===== src/rtl/mod_exp_ctrl.sv =====
// Right-to-left square-and-multiply sequencer for one shared combinational mod_mul.
// Every exponent bit costs exactly one MUL cycle and one SQR cycle, whatever its value.
module mod_exp_ctrl #(
    parameter int unsigned LEN = 32
) (
    input  logic           clk,
    input  logic           rst,
    input  logic           start,
    input  logic [LEN-1:0] base,
    input  logic [LEN-1:0] exp,
    input  logic [LEN-1:0] modulus,
    output logic           busy,
    output logic           done,
    output logic           err,
    output logic [LEN-1:0] result,
    output logic           mul_en,
    output logic [LEN-1:0] mul_a,
    output logic [LEN-1:0] mul_b,
    output logic [LEN-1:0] mul_r,
    input  logic [LEN-1:0] mul_c
);

    localparam int unsigned CW = $clog2(LEN);

    typedef enum logic [1:0] {
        IDLE,
        MUL,
        SQR,
        FIN
    } state_t;

    state_t          state;
    logic [LEN-1:0]  mod_q;
    logic [LEN-1:0]  acc;
    logic [LEN-1:0]  b;
    logic [LEN-1:0]  e;
    logic [CW-1:0]   cnt;

    // Multiplier operands are registered for the state being entered, so the
    // values loaded on each transition are the ones that state will present.
    always_ff @(posedge clk) begin
        if (rst) begin
            state  <= IDLE;
            mod_q  <= '0;
            acc    <= '0;
            b      <= '0;
            e      <= '0;
            cnt    <= '0;
            busy   <= 1'b0;
            done   <= 1'b0;
            err    <= 1'b0;
            result <= '0;
            mul_en <= 1'b0;
            mul_a  <= '0;
            mul_b  <= '0;
            mul_r  <= '0;
        end else begin
            done <= 1'b0;
            case (state)
                IDLE: begin
                    if (start) begin
                        mod_q <= modulus;
                        b     <= base;
                        e     <= exp;
                        acc   <= LEN'(1);
                        cnt   <= '0;
                        busy  <= 1'b1;
                        if (modulus < LEN'(2) || base >= modulus) begin
                            state  <= FIN;
                            done   <= 1'b1;
                            err    <= 1'b1;
                            result <= '0;
                        end else begin
                            state  <= MUL;
                            err    <= 1'b0;
                            mul_en <= 1'b1;
                            mul_a  <= LEN'(1);
                            mul_b  <= base;
                            mul_r  <= modulus;
                        end
                    end
                end

                MUL: begin
                    // Product is always computed; only the write-back depends on the bit.
                    if (e[0]) begin
                        acc <= mul_c;
                    end
                    state <= SQR;
                    mul_a <= b;
                    mul_b <= b;
                    mul_r <= mod_q;
                end

                SQR: begin
                    b   <= mul_c;
                    e   <= e >> 1;
                    cnt <= cnt + CW'(1);
                    if (cnt == CW'(LEN - 1)) begin
                        state  <= FIN;
                        done   <= 1'b1;
                        err    <= 1'b0;
                        result <= acc;
                        mul_en <= 1'b0;
                        mul_a  <= '0;
                        mul_b  <= '0;
                        mul_r  <= '0;
                    end else begin
                        state <= MUL;
                        mul_a <= acc;
                        mul_b <= mul_c;
                        mul_r <= mod_q;
                    end
                end

                FIN: begin
                    state <= IDLE;
                    busy  <= 1'b0;
                end

                default: begin
                    state  <= IDLE;
                    busy   <= 1'b0;
                    mul_en <= 1'b0;
                    mul_a  <= '0;
                    mul_b  <= '0;
                    mul_r  <= '0;
                end
            endcase
        end
    end

endmodule


===== config.mk =====
export PLATFORM = sky130hd
export DESIGN_NAME = mod_exp_ctrl
export DESIGN_NICKNAME = d
export VERILOG_FILES = /design/src/rtl/mod_exp_ctrl.sv
export SDC_FILE = /design/constraint.sdc
export NUM_CORES = 1
export LEC_CHECK = 0
export CELL_PAD_IN_SITES_DETAIL_PLACEMENT = 1
export CELL_PAD_IN_SITES_GLOBAL_PLACEMENT = 1
export CORE_MARGIN = 8
export CORE_UTILIZATION = 39
export CTS_CLUSTER_DIAMETER = 60
export DETAILED_ROUTE_END_ITERATION = 10
export GPL_ROUTABILITY_DRIVEN = 0
export PLACE_DENSITY = 0.79
export SYNTH_ARGS = -nofsm -noshare
export SYNTH_HDL_FRONTEND = slang
export SYNTH_SLANG_ARGS = --single-unit

===== constraint.sdc =====
create_clock -name clk -period 4.4 [get_ports clk]
set_clock_uncertainty 0.2 [all_clocks]
set_input_delay 1.32 -clock clk [delete_from_list [all_inputs] [get_ports clk]]
set_output_delay 1.32 -clock clk [all_outputs]
set_load 0.02 [all_outputs]

==> results.cfg <==
[cells_and_area]
mostFrequentLayoutCells = dfxtp_1, clkdlybuf4s50_1, nand2_1
fin_area_um2 = 17000
final_common_cell = dfxtp_1
fin_util = 0.526
layout.nets = 1840
area_delta_synth_final_pct = 34.0
final_cell_count_no_fill = 2137
drive_gt1_frac = 0.0897

[clocking]
cts.clk_slew.worst_paths_ns = 0.06
post_cts_buffers = 0
cts_max_level = 1
postCtsHoldBufs = 0
insertion_delay_ns = 0.55
clkSinkCount = 267
cts_root_buffer = clkbuf_16
cts_made_buffers = 31
cts_tree = yes
postCtsResizedCells = 0
cts_buffer_depth = 3

[synth]
ys_ff_latch = 267
yosysSeqAreaShare = 0.422
synth-main-ff-cell = dfxtp_1
yosys_warnings = 0
synth-async-reset-ratio = 0
syn_avg_cell_area_um2 = 8.72
syn_area_um2 = 12700
ys_types = 46
synthCells = 1453
synth_fp_nets = 1622
synth_enable_flop_cells = 0

[place]
dp.cells = 2080
hpwlAfterDp_um = 31500
placement.io_buffers = 262
placed_cell_area_um2 = 15900

[route]
wl_per_cell_um = 21.4
routed_wl_um = 45700
avgViaCountPerCell = 5.53
ant_nets = 0
vias = 11800
drc = 0
drt_iter0_drc = 676
firstDrtPassIters = 5

[floorplan]
rows = 66
die_w_um = 196
initial_utilization = 0.393
die_h_um = 196
core_area_um2 = 32300
ios = 263
die_area_um2 = 38500

[run]
maxCapViolCount = 0

[power_and_ir_drop]
power_per_cell_area_nw_per_um2 = 675
leakagePower_nw = 6.35
max-vdd-ir-drop_mv = 0.479

[critical_path]
cp-end-kind = register
path_cells = clkdlybuf4s50_1, inv_1, ha_1, nand2b_1, a2111o_1, a311oi_1, a31oi_2, buf_4, o31a_1, buf_12, o32ai_1
cp_data_arrival_time_ns = 4.30
cp_slowest_cell = clkdlybuf4s50_1
worstPathMaxFanout = 31
crit_type = primary input to register
critPathLaunchType = primary input
critical_path_required_ns = 4.64
cpPeakStageDelay_ns = 0.54
r2r_slack_ns = 1.10

[sta]
max_slew_margin = 0.322
max_freq_mhz = 246
worst_pin_slew_ns = 1.02
period_needed_ns = 4.06
drv_slew = 0
period_share = 0.924
rsz0062_at_grt = no
holdWs_ns = 0.259
hold_viol = 0
setup_tns_ns = 0
setup_viol = 0

[grt]
grt_pass1_wl_um = 71300
grt_usage = 0.228
grt_overflow = 0
grt_max_degree = 142
grt_pass1_vias = 12700
grt_antenna_before_repair = 5

[run_status]
status = finished, final reports clean

[min_path]
min_path_type = register to register
[cells by family (layout without fill, tap and decap cells)]
family,after synthesis,in the layout,share of synthesized area
compound gates,337,337,0.191
mux,161,161,0.136
fa+ha+maj,38,38,0.0375
flops,267,267,0.422
simple gates,452,452,0.154
buf+inv,198,439,0.0609
other cells,0,1,0
[cells in the mapped netlist, drive strengths merged, types with 2 or more instances]
library cell	count	area, µm²
nor3b	2	15.0
ha	38	475
inv	69	259
a32oi	2	17.5
nand3	65	325
a2111o	2	22.5
and2	3	18.8
clkbuf	101	379
nand2	208	781
o21a	3	22.5
a211oi	65	488
mux2i	128	1280
dfxtp	267	5350
o31a	3	26.3
nor3	4	20.0
o211ai	31	233
mux2	33	439
o311ai	2	17.5
a31oi	3	25.0
o21ai	8	40.0
nor4	7	43.8
nand2b	5	31.3
o32ai	32	280
a2bb2oi	32	280
a21o	3	22.5
a21oi	81	405
nand4	6	37.5
nor2	113	424
a22oi	64	480
buf	28	134
nor2b	35	219
[where the power goes]
part	leakage [nW]	internal (mW)	switching (mW)	total (mW)
Sequential	2.18	3.10	0.439	3.54
Clock	0.532	1.58	1.06	2.64
Combinational	3.63	2.17	3.13	5.29
[layout make-up]
class	count	area [µm²]
fillers	3667	15300
multi-input cells	988	6630
flip-flops and latches	267	5350
repair buffers	314	3140
clock buffers	39	876
well taps	442	553
inverters	69	262
clock inverters	17	175
diodes	1	2.50
[flip-flops by register name, summed over array words and instances (netlist names), 2 cells and up]
signal,flops
state,2
cnt,5
result,32
mul_b,32
mul_a,32
acc,32
mul_r,32
mod_q,32
e,32
b,32
[worst paths after layout]
kind	startpoint	to	depth (start not counted)
max	base[0]	mul_a[16]$_SDFFE_PP0P_	11
min	mod_q[27]$_SDFFE_PP0P_	mod_q[27]$_SDFFE_PP0P_	2
max reg2reg	state[0]$_SDFFE_PP0N_	mul_r[7]$_SDFFE_PP0P_	8
min reg2reg	mod_q[27]$_SDFFE_PP0P_	mod_q[27]$_SDFFE_PP0P_	2
[stage by stage]
stage / worst slack (ns) / power [mW]
after floorplan: 0.516 / 6.83
after global placement: -0.0894 / 8.70
after detailed placement: -0.170 / 8.86
after CTS: 0.363 / 11.5
after global routing: 0.182 / 12.1
final: 0.336 / 11.5
[worst max-delay path, delay by kind of cell]
kind                       cells  cell delay (ns)
AOI/OAI and AO/OA              5             1.59
buffers and inverters          4             0.95
adders and majority gates      1             0.28
and+or+nand+nor                1             0.14
[metal layers]
metal,GRT usage,wire length [µm]
met1,0.270,18800
met5,0,55
met2,0.399,22300
met3,0.0564,3030
met4,0.0755,1550
(Power assumes the default switching activity.)
